$ cat src/rtl/duc_burst_ctrl_if.sv
// Streaming side of the DUC burst controller: DDS config channel plus the
// baseband I/Q path from the modulator into the DUC data inputs.
interface duc_burst_ctrl_if;
  logic        [31:0] cfg_tdata;
  logic               cfg_tvalid;
  logic               cfg_tready;
  logic               iq_tvalid;
  logic               iq_tready;
  logic signed [15:0] i_in;
  logic signed [15:0] q_in;
  logic signed [15:0] i_out;
  logic signed [15:0] q_out;

  modport master (
    output cfg_tdata, cfg_tvalid, iq_tready, i_out, q_out,
    input  cfg_tready, iq_tvalid, i_in, q_in
  );

  modport slave (
    input  cfg_tdata, cfg_tvalid, iq_tready, i_out, q_out,
    output cfg_tready, iq_tvalid, i_in, q_in
  );
endinterface

$ cat src/rtl/duc_burst_ctrl.sv
// Transmit burst sequencer for the DUC: DDS config, settle, ramped I/Q
// streaming with zero-fill on underrun, then a zero flush before done.
module duc_burst_ctrl #(
  parameter int RAMP_LOG2  = 4,
  parameter int SETTLE_CYC = 8,
  parameter int FLUSH_CYC  = 4
) (
  input  logic                 clk,
  input  logic                 reset,
  input  logic                 start,
  input  logic                 abort,
  input  logic          [15:0] burst_len,
  input  logic          [31:0] pinc,
  duc_burst_ctrl_if.master     bus,
  output logic                 tx_en,
  output logic                 busy,
  output logic                 done,
  output logic                 err,
  output logic                 underrun
);

  localparam int DATA_W   = 16;
  localparam int RAMP_LEN = 1 << RAMP_LOG2;
  localparam int G_W      = RAMP_LOG2 + 2;
  localparam int P_W      = DATA_W + RAMP_LOG2 + 2;

  typedef enum logic [2:0] {
    IDLE, CFG, SETTLE, RAMP_UP, DATA, RAMP_DOWN, FLUSH
  } state_t;

  state_t                  state, state_nxt;
  logic           [15:0]   cnt, cnt_nxt;
  logic           [15:0]   len_q;
  logic           [31:0]   pinc_q;
  logic           [15:0]   data_len;
  logic                    streaming;
  logic                    start_ok;
  logic signed [G_W-1:0]   gain;

  // Arithmetic shift truncates toward minus infinity; g = RAMP_LEN is exact.
  function automatic logic signed [DATA_W-1:0] scale(
    input logic signed [DATA_W-1:0] x,
    input logic signed [G_W-1:0]    g
  );
    logic signed [P_W-1:0] p;
    p = P_W'(x) * P_W'(g);
    p = p >>> RAMP_LOG2;
    return p[DATA_W-1:0];
  endfunction

  assign data_len      = len_q - 16'(2 * RAMP_LEN);
  assign start_ok      = start && ({1'b0, burst_len} >= 17'(2 * RAMP_LEN));
  assign busy          = (state != IDLE);
  assign bus.cfg_tdata = pinc_q;

  always_ff @(posedge clk) begin
    if (reset) begin
      state <= IDLE;
      cnt   <= '0;
    end else begin
      state <= state_nxt;
      cnt   <= cnt_nxt;
    end
  end

  always_comb begin
    state_nxt      = state;
    cnt_nxt        = cnt + 16'd1;
    streaming      = 1'b0;
    gain           = '0;
    bus.cfg_tvalid = 1'b0;
    case (state)
      IDLE: begin
        cnt_nxt = '0;
        if (start_ok) state_nxt = CFG;
      end
      CFG: begin
        cnt_nxt        = '0;
        bus.cfg_tvalid = 1'b1;
        if (abort)               state_nxt = IDLE;
        else if (bus.cfg_tready) state_nxt = (SETTLE_CYC == 0) ? RAMP_UP : SETTLE;
      end
      SETTLE: begin
        if (abort) begin
          state_nxt = IDLE;
          cnt_nxt   = '0;
        end else if (cnt == 16'(SETTLE_CYC - 1)) begin
          state_nxt = RAMP_UP;
          cnt_nxt   = '0;
        end
      end
      RAMP_UP: begin
        streaming = 1'b1;
        gain      = signed'(cnt[G_W-1:0] + G_W'(1));
        if (cnt == 16'(RAMP_LEN - 1)) begin
          state_nxt = (data_len == 16'd0) ? RAMP_DOWN : DATA;
          cnt_nxt   = '0;
        end
      end
      DATA: begin
        streaming = 1'b1;
        gain      = G_W'(RAMP_LEN);
        if (cnt == data_len - 16'd1) begin
          state_nxt = RAMP_DOWN;
          cnt_nxt   = '0;
        end
      end
      RAMP_DOWN: begin
        streaming = 1'b1;
        gain      = signed'(G_W'(RAMP_LEN - 1) - cnt[G_W-1:0]);
        if (cnt == 16'(RAMP_LEN - 1)) begin
          state_nxt = FLUSH;
          cnt_nxt   = '0;
        end
      end
      FLUSH: begin
        if (cnt == 16'(FLUSH_CYC)) begin
          state_nxt = IDLE;
          cnt_nxt   = '0;
        end
      end
      default: begin
        state_nxt = IDLE;
        cnt_nxt   = '0;
      end
    endcase
    // An abort slot is not consumed: it already emits the first flush zero.
    if (streaming && abort) begin
      state_nxt = FLUSH;
      cnt_nxt   = '0;
    end
  end

  assign bus.iq_tready = streaming && !abort;

  // Output stage: registered samples and status, one cycle after the slot.
  always_ff @(posedge clk) begin
    if (reset) begin
      len_q     <= '0;
      pinc_q    <= '0;
      bus.i_out <= '0;
      bus.q_out <= '0;
      tx_en     <= 1'b0;
      done      <= 1'b0;
      err       <= 1'b0;
      underrun  <= 1'b0;
    end else begin
      err   <= (state == IDLE) && start && !start_ok;
      done  <= (state == FLUSH) && (cnt == 16'(FLUSH_CYC));
      tx_en <= streaming || ((state == FLUSH) && (cnt < 16'(FLUSH_CYC)));
      if ((state == IDLE) && start_ok) begin
        len_q    <= burst_len;
        pinc_q   <= pinc;
        underrun <= 1'b0;
      end
      if (bus.iq_tready && !bus.iq_tvalid) underrun <= 1'b1;
      if (bus.iq_tready && bus.iq_tvalid) begin
        bus.i_out <= scale(bus.i_in, gain);
        bus.q_out <= scale(bus.q_in, gain);
      end else begin
        bus.i_out <= '0;
        bus.q_out <= '0;
      end
    end
  end

endmodule

$ cat src/flat_wrapper.sv
// flat-port wrapper written by rule: the top's interface ports become plain ports
module duc_burst_ctrl_flat 
#(
  parameter int RAMP_LOG2  = 4,
  parameter int SETTLE_CYC = 8,
  parameter int FLUSH_CYC  = 4
)
  (clk, reset, start, abort, burst_len, pinc, tx_en, busy, done, err, underrun, bus_cfg_tdata, bus_cfg_tvalid, bus_iq_tready, bus_i_out, bus_q_out, bus_cfg_tready, bus_iq_tvalid, bus_i_in, bus_q_in);
  duc_burst_ctrl_if bus_i ();
  input  logic clk;
  input  logic reset;
  input  logic start;
  input  logic abort;
  input  logic          [15:0] burst_len;
  input  logic          [31:0] pinc;
  output logic tx_en;
  output logic busy;
  output logic done;
  output logic err;
  output logic underrun;
  output wire logic [$bits(bus_i.cfg_tdata)-1:0] bus_cfg_tdata;
  output wire logic [$bits(bus_i.cfg_tvalid)-1:0] bus_cfg_tvalid;
  output wire logic [$bits(bus_i.iq_tready)-1:0] bus_iq_tready;
  output wire logic [$bits(bus_i.i_out)-1:0] bus_i_out;
  output wire logic [$bits(bus_i.q_out)-1:0] bus_q_out;
  input wire logic [$bits(bus_i.cfg_tready)-1:0] bus_cfg_tready;
  input wire logic [$bits(bus_i.iq_tvalid)-1:0] bus_iq_tvalid;
  input wire logic [$bits(bus_i.i_in)-1:0] bus_i_in;
  input wire logic [$bits(bus_i.q_in)-1:0] bus_q_in;
  assign bus_cfg_tdata = bus_i.cfg_tdata;
  assign bus_cfg_tvalid = bus_i.cfg_tvalid;
  assign bus_iq_tready = bus_i.iq_tready;
  assign bus_i_out = bus_i.i_out;
  assign bus_q_out = bus_i.q_out;
  assign bus_i.cfg_tready = bus_cfg_tready;
  assign bus_i.iq_tvalid = bus_iq_tvalid;
  assign bus_i.i_in = bus_i_in;
  assign bus_i.q_in = bus_q_in;
  duc_burst_ctrl #(.RAMP_LOG2(RAMP_LOG2), .SETTLE_CYC(SETTLE_CYC), .FLUSH_CYC(FLUSH_CYC)) u_core (.clk(clk), .reset(reset), .start(start), .abort(abort), .burst_len(burst_len), .pinc(pinc), .bus(bus_i), .tx_en(tx_en), .busy(busy), .done(done), .err(err), .underrun(underrun));
endmodule
$ cat config.mk
export PLATFORM = sky130hd
export DESIGN_NAME = duc_burst_ctrl_flat
export DESIGN_NICKNAME = d
export VERILOG_FILES = /design/src/rtl/duc_burst_ctrl_if.sv /design/src/rtl/duc_burst_ctrl.sv /design/src/flat_wrapper.sv
export SDC_FILE = /design/constraint.sdc
export NUM_CORES = 1
export LEC_CHECK = 0
export BUFFER_PORTS_ARGS = -buffer_cell sky130_fd_sc_hd__buf_2
export CORE_MARGIN = 10
export CORE_UTILIZATION = 60
export DETAILED_ROUTE_END_ITERATION = 16
export PLACE_DENSITY_LB_ADDON = 0.15
export SKIP_LAST_GASP = 1
export SLEW_MARGIN = 20
export SYNTH_ARGS = -nofsm -noshare
export SYNTH_HDL_FRONTEND = slang
export SYNTH_SLANG_ARGS = --single-unit
$ cat constraint.sdc
create_clock -name clk -period 10.4 [get_ports clk]
set_clock_uncertainty 0.1 [all_clocks]
set_input_delay 0.52 -clock clk [delete_from_list [all_inputs] [get_ports clk]]
set_output_delay 0.52 -clock clk [all_outputs]
set_load 0.01 [all_outputs]
; ---- Word level (Yosys, flattened, before mapping)
; Cells that the tools add are included.
[word_totals]
reg_bits = 103
in_bits = 86
output_inout_bits = 71
word_cells = 92
[classes]
n_addsub = 5
mul = 2
magnitude_cmp = 2
eq_ne = 24
muxes = 23
bitwise_logic = 1
n_reduce_logical = 24
[ops]
columns = operator, count
row1 = $mux W16, 5
row2 = $pmux W16 S4, 1
row3 = $mul A16 B6 Y20, 2
row4 = $eq A16 B3 Y1 const B, 2
row5 = $mux W3, 10
row6 = $pmux W3 S7, 1
row7 = $pmux W6 S3, 1
row8 = $add A16 B1 Y16 const B, 1
row9 = $eq A16 B16 Y1, 1
row10 = $eq A16 B4 Y1 const B, 1
row11 = $ge A16 B6 Y1 const B, 1
row12 = $logic_not A16 Y1, 1
row13 = $lt A16 B3 Y1 const B, 1
row14 = $sub A16 B1 Y16 const B, 1
row15 = $sub A16 B6 Y16 const B, 1
row16 = $ne A3 B1 Y1 const B, 5
row17 = $reduce_and A7 Y1, 2
row18 = $logic_and A1 B1 Y1, 10
row19 = $ne A2 B1 Y1 const B, 5
row20 = $eq A3 B3 Y1 const B, 3
row21 = $add A6 B1 Y6 const B, 1
row22 = $eq A3 B2 Y1 const B, 2
row23 = $reduce_or A2 Y1, 3
row24 = $sub A4 B6 Y6 const A, 1
row25 = 13 further kinds, 19

; ---- Logic depth before layout (Yosys ltp)
[logic_depth]
depth_word = 7
depth_mapped = 26
mapped_depth_nobuf = 25

; ---- Least setup slack after synthesis
; No wires, ideal clock.
[synth_timing]
path_kind = reg-to-reg
startpoint = reg u_core.cnt[2]
endpoint = reg u_core.bus.q_out[15]
setup_ns = 0.128
arrival_ns = 6.100
required_time_ns = 10.172
path_slack_ns = 4.072
stages_incl_launch_ff = 25
n_path_buf = 2
period_less_slack_ns = 6.328
path_cell_list = dfxtp_1 -> clkbuf_1 -> nand3_1 -> or3_1 -> a21oi_1 -> o21ai_0 -> clkbuf_1 -> or2_2 -> fa_1 -> fa_1 -> inv_1 -> fa_1 -> inv_1 -> fa_1 -> inv_1 -> ha_1 -> a21o_1 -> a21o_1 -> a2111oi_0 -> o21ai_0 -> nor4_1 -> o41a_1 -> o21ai_0 -> xnor2_1 -> nor2_1
[synth_between]
elab_chain_cells = 3
elab_cells_between_ends = 4
classes_between = add/sub (2) / mul (1) / mux (1)
[synth_rtl]
columns = element, line_no
row1 = "start, declared", duc_burst_ctrl.sv:32  ; logic [15:0] cnt, cnt_nxt;
row2 = "start signal, assigned", duc_burst_ctrl.sv:62  ; cnt <= cnt_nxt;
row3 = $sub A4 B6 Y6 or $add A6 B1 Y6 (tied branches), "duc_burst_ctrl.sv:110, duc_burst_ctrl.sv:94"
row4 = $pmux W6 S3 *, duc_burst_ctrl.sv:72  ; case (state)
row5 = $mul A16 B6 Y20 *, duc_burst_ctrl.sv:46  ; p = P_W'(x) * P_W'(g);
row6 = "end signal, assigned", duc_burst_ctrl.sv:159  ; bus.q_out <= scale(bus.q_in, gain);
row7 = "end, declared", duc_burst_ctrl_if.sv:15  ; output cfg_tdata, cfg_tvalid, iq_tready, i_out, q_out,
; Mark *: on every way between the ends. The rest lies on a longest branch, timed or not.
; A chain may end at the register's enable or synchronous reset.

; ---- Worst setup path in the final report
[layout_timing]
startpoint = reg u_core.state[2]
endpoint = reg u_core.bus.q_out[15]
[layout_between]
elab_chain_cells = 7
elab_cells_between_ends = 11
classes_between = mul (1) / eq/ne (3) / mux (2) / bitwise (1) / reduce/logical (4)
[layout_rtl]
columns = element, line_no
row1 = "start, declared", duc_burst_ctrl.sv:31  ; state_t state, state_nxt;
row2 = "start signal, assigned", duc_burst_ctrl.sv:61  ; state <= state_nxt;
row3 = "parallel branches: the longest is 7 deep, another holds $mul A16 B6 Y20", --
; Parallel ways; which one is timed is not known.

==> metrics <==
Total GRT Usage 0.218; crit-path max cell delay 0.90 ns; Clock power frac 0.286; global-route wire length before repair 43,200 um; fmax ~140 MHz; # setup viols final 0; Starting DRT DRC Count 610; Net Sw Frac 0.387; Critical Path RT about 11 ns; die footprint 23,000 sq um; CTS tree done; Die X about 150 um; Unique masters post-synth 62; leak pwr 5.90 nW; HPWL reported at the end of detailed placement about 19,000 um; core box area between 15,000 and 20,000 sq um; DRT antenna net count 0; I/O pin count approximately 160; initial core utilization 0.607; Worst setup SP type flip-flop; Worst Tran Pin Value 1.03 ns; final wirelength 25,300 um; post-cts resize count 0; run status finished, final reports clean; CP max FO 28; CTS root buffer clkbuf_16; logic gate share of total power 0.354; via total after detailed routing 8,804; Num CTS Buffers 9; Max clock buf depth 2; Pre-antenna DRT Iters 6; Clk Latency, worst-skew pair about 0.37 ns; synth warn 0; worst path arrival time roughly 7.5 ns; Critical-path top delay cell o22ai_2; met1 usage 0.291; Area Growth Syn to Fin 11.8%; Hold/Removal Path Class in -> reg; drc violations 0; largest net degree at the start of global routing 84; Syn Nets between 1,500 and 2,000; # rows 48; Worst Setup End Kind flip-flop; cell chain of the critical path nand2b_1 > o22ai_2 > and2_0 > nand2_1 > fa_1 > fa_1 > inv_1 > fa_1 > inv_1 > fa_1 > inv_1 > ha_1 > a21o_1 > a21o_1 > a2111oi_0 > o21ai_0 > nor4_1 > o41a_1 > o21ai_0 > xnor2_1 > nor2_1; Final Cycle Share 0.707; max-slew violation count 0; crit-path most repeated cell fa_1; Switch Pwr ~490 uW; Slew HR 0.312; Flop pwr share 0.360; H-tree depth 3; number of port buffers 156; post-CTS setup buffers 0; total power 1.27 mW; Worst VDD drop between 100 and 150 uV; cell count after synthesis roughly 1,200; internal power a little under 800 uW; GR Util met3 0.0581; average wire per standard cell 15.9 um; number of nets in the layout between 1,500 and 2,000; Avg Inst Size Synth 8.37 sq um; number of synthesized flops with an enable pin 0; # clock sinks between 100 and 150; Seq cells post-synth roughly 100; routability cong. just under 0.9; area of the multi-input gates 7650 sq um; Setup CP Type reg -> reg; Die H between 150 and 200 um; RSZ-0062 raised after global routing no; final hold vios 0; number of global-route vias before repair around 9,000; DR vias/cell 5.54; TNS Setup 0 ns; Period minus WS final ~7.3 ns; total gr overflow 0; fill count ~1,500; Storage cell area 2060 sq um; Post-synth top flop dfxtp_1; CTS clock-pin slew for the worst setup and hold paths approximately 0.090 ns; CTS hold repair buffers 0; max cap viols 0; layer with the highest usage met2; sequential area share after synthesis 0.198; GR Util met2 0.342; Post-Syn Area 10,400 sq um; initial antenna violation count 2; share of cells above drive strength 1 0.151; Async SR Flop Fraction 0; pwr/cell area about 110 nW/um^2
-- routing by layer --
metal | vias to the layer above | part of all wire | wire, um
met3 | 38 | 0.075 | 1880
li1 | 4274 | - | -
met5 | - | 0.00028 | 7
met4 | 2 | 0.019 | 486
met1 | 4248 | 0.45 | 11400
met2 | 242 | 0.45 | 11500
-- cell usage after synthesis (all sizes together) (10+ instances only) --
library cell | count | share of area
nor3 | 25 | 0.012
nor2 | 93 | 0.033
xnor2 | 53 | 0.045
inv | 124 | 0.045
nand3 | 19 | 0.0096
and3 | 74 | 0.044
fa | 122 | 0.23
nand2 | 181 | 0.065
ha | 75 | 0.090
a21oi | 74 | 0.036
buf | 10 | 0.0053
xor2 | 29 | 0.024
nor4 | 12 | 0.0072
o21ai | 26 | 0.014
clkbuf | 56 | 0.020
dfxtp | 103 | 0.20
and2 | 51 | 0.031
-- cell type report --
| cell class | count | share of cell area |
|---|---|---|
| clock inverter | 7 | 0.00806 |
| clock buffer | 9 | 0.0193 |
| tap | 225 | 0.0242 |
| antenna | 1 | 0.000215 |
| sequential | 103 | 0.177 |
| timing repair buffer | 167 | 0.0741 |
| inverter | 124 | 0.0400 |
| multi-input combinational | 952 | 0.657 |
-- sequential cells by signal (all words and copies together) (netlist names) --
| name | cells |
|---|---|
| u_core.bus.cfg_tdata | 32 |
| u_core.bus.i_out | 16 |
| u_core.bus.q_out | 16 |
| u_core.cnt | 16 |
| u_core.done | 1 |
| u_core.err | 1 |
| u_core.len_q | 16 |
| u_core.state | 3 |
| u_core.tx_en | 1 |
| u_core.underrun | 1 |
-- worst max-delay path: cells and delay by family (launching register included) --
family	cells	cell delay, ns
flops	1	0.56
xor+xnor	1	0.17
compound gates	7	2.47
buf+inv	3	0.18
simple gates	5	1.31
fa+ha+maj	5	2.42
-- path summary, 6_finish.rpt --
check | to | from | depth (start not counted) | slack (ns)
max reg2reg | u_core.bus.q_out[15]$_SDFF_PP0_ | u_core.state[2]$_SDFFE_PP0P_ | 21 | 3.05
min reg2reg | u_core.bus.cfg_tdata[11]$_SDFFE_PP0P_ | u_core.bus.cfg_tdata[11]$_SDFFE_PP0P_ | 2 | 0.35
min | u_core.bus.cfg_tdata[12]$_SDFFE_PP0P_ | pinc[12] | 3 | 0.27
max | u_core.bus.q_out[15]$_SDFF_PP0_ | u_core.state[2]$_SDFFE_PP0P_ | 21 | 3.05
-- logic make-up (layout without fill, tap and decap cells) --
group,count (synthesis),in the layout,synth area share
flip-flops,103,103,0.198
XOR/XNOR,82,82,0.0689
buffers and inverters,190,307,0.0701
AND/OR/NAND/NOR,510,510,0.240
AO/OA/AOI/OAI,158,158,0.0936
adder cells (fa/ha/maj),197,197,0.324
multiplexers,5,5,0.00516
other,0,1,0
-- placed cells by master, fill, tap and decap left out, types with 5 or more instances in the layout --
cell | Yosys | routed
a21o_1 | 8 | 8
a21oi_1 | 74 | 74
a31oi_1 | 7 | 7
and2_1 | 50 | 50
and3_1 | 74 | 74
buf_2 | 8 | 156
buf_4 | 0 | 11
clkbuf_16 | 0 | 9
dfxtp_1 | 103 | 102
fa_1 | 122 | 122
ha_1 | 75 | 75
inv_1 | 124 | 124
nand2_1 | 181 | 181
nand2b_1 | 9 | 9
nand3_1 | 18 | 18
nand4_1 | 9 | 9
nand4b_1 | 7 | 7
nor2_1 | 93 | 93
nor2b_1 | 7 | 6
nor3_1 | 24 | 24
nor4_1 | 12 | 12
o21a_1 | 5 | 5
o21ai_0 | 25 | 24
or2_2 | 6 | 6
or3_1 | 6 | 6
xnor2_1 | 53 | 53
xor2_1 | 29 | 29
-- power by group through the flow --
stage | Clock [mW] | Combinational, mW | Sequential, mW
6_report | 0.362 | 0.448 | 0.456
5_1_grt | 0.383 | 0.504 | 0.462
2_1_floorplan | 0 | 0.331 | 0.456
3_3_place_gp | 0 | 0.438 | 0.463
4_1_cts | 0.368 | 0.447 | 0.456
3_5_place_dp | 0 | 0.444 | 0.465
-- per-stage QoR --
step                cell area, sq um  setup slack [ns]  cells   util  hold slack, ns
floorplan                      10400              4.07   1245      -           0.349
global placement               11300              3.41   1571  0.659           0.339
global route                   11600              2.53   1588  0.678           0.271
CTS                            11600              3.12   1587  0.678           0.267
finish                         11600              3.05   1588  0.678           0.273
detailed placement             11300              3.17   1571  0.659           0.343
Power figures use the tool's default switching activity.
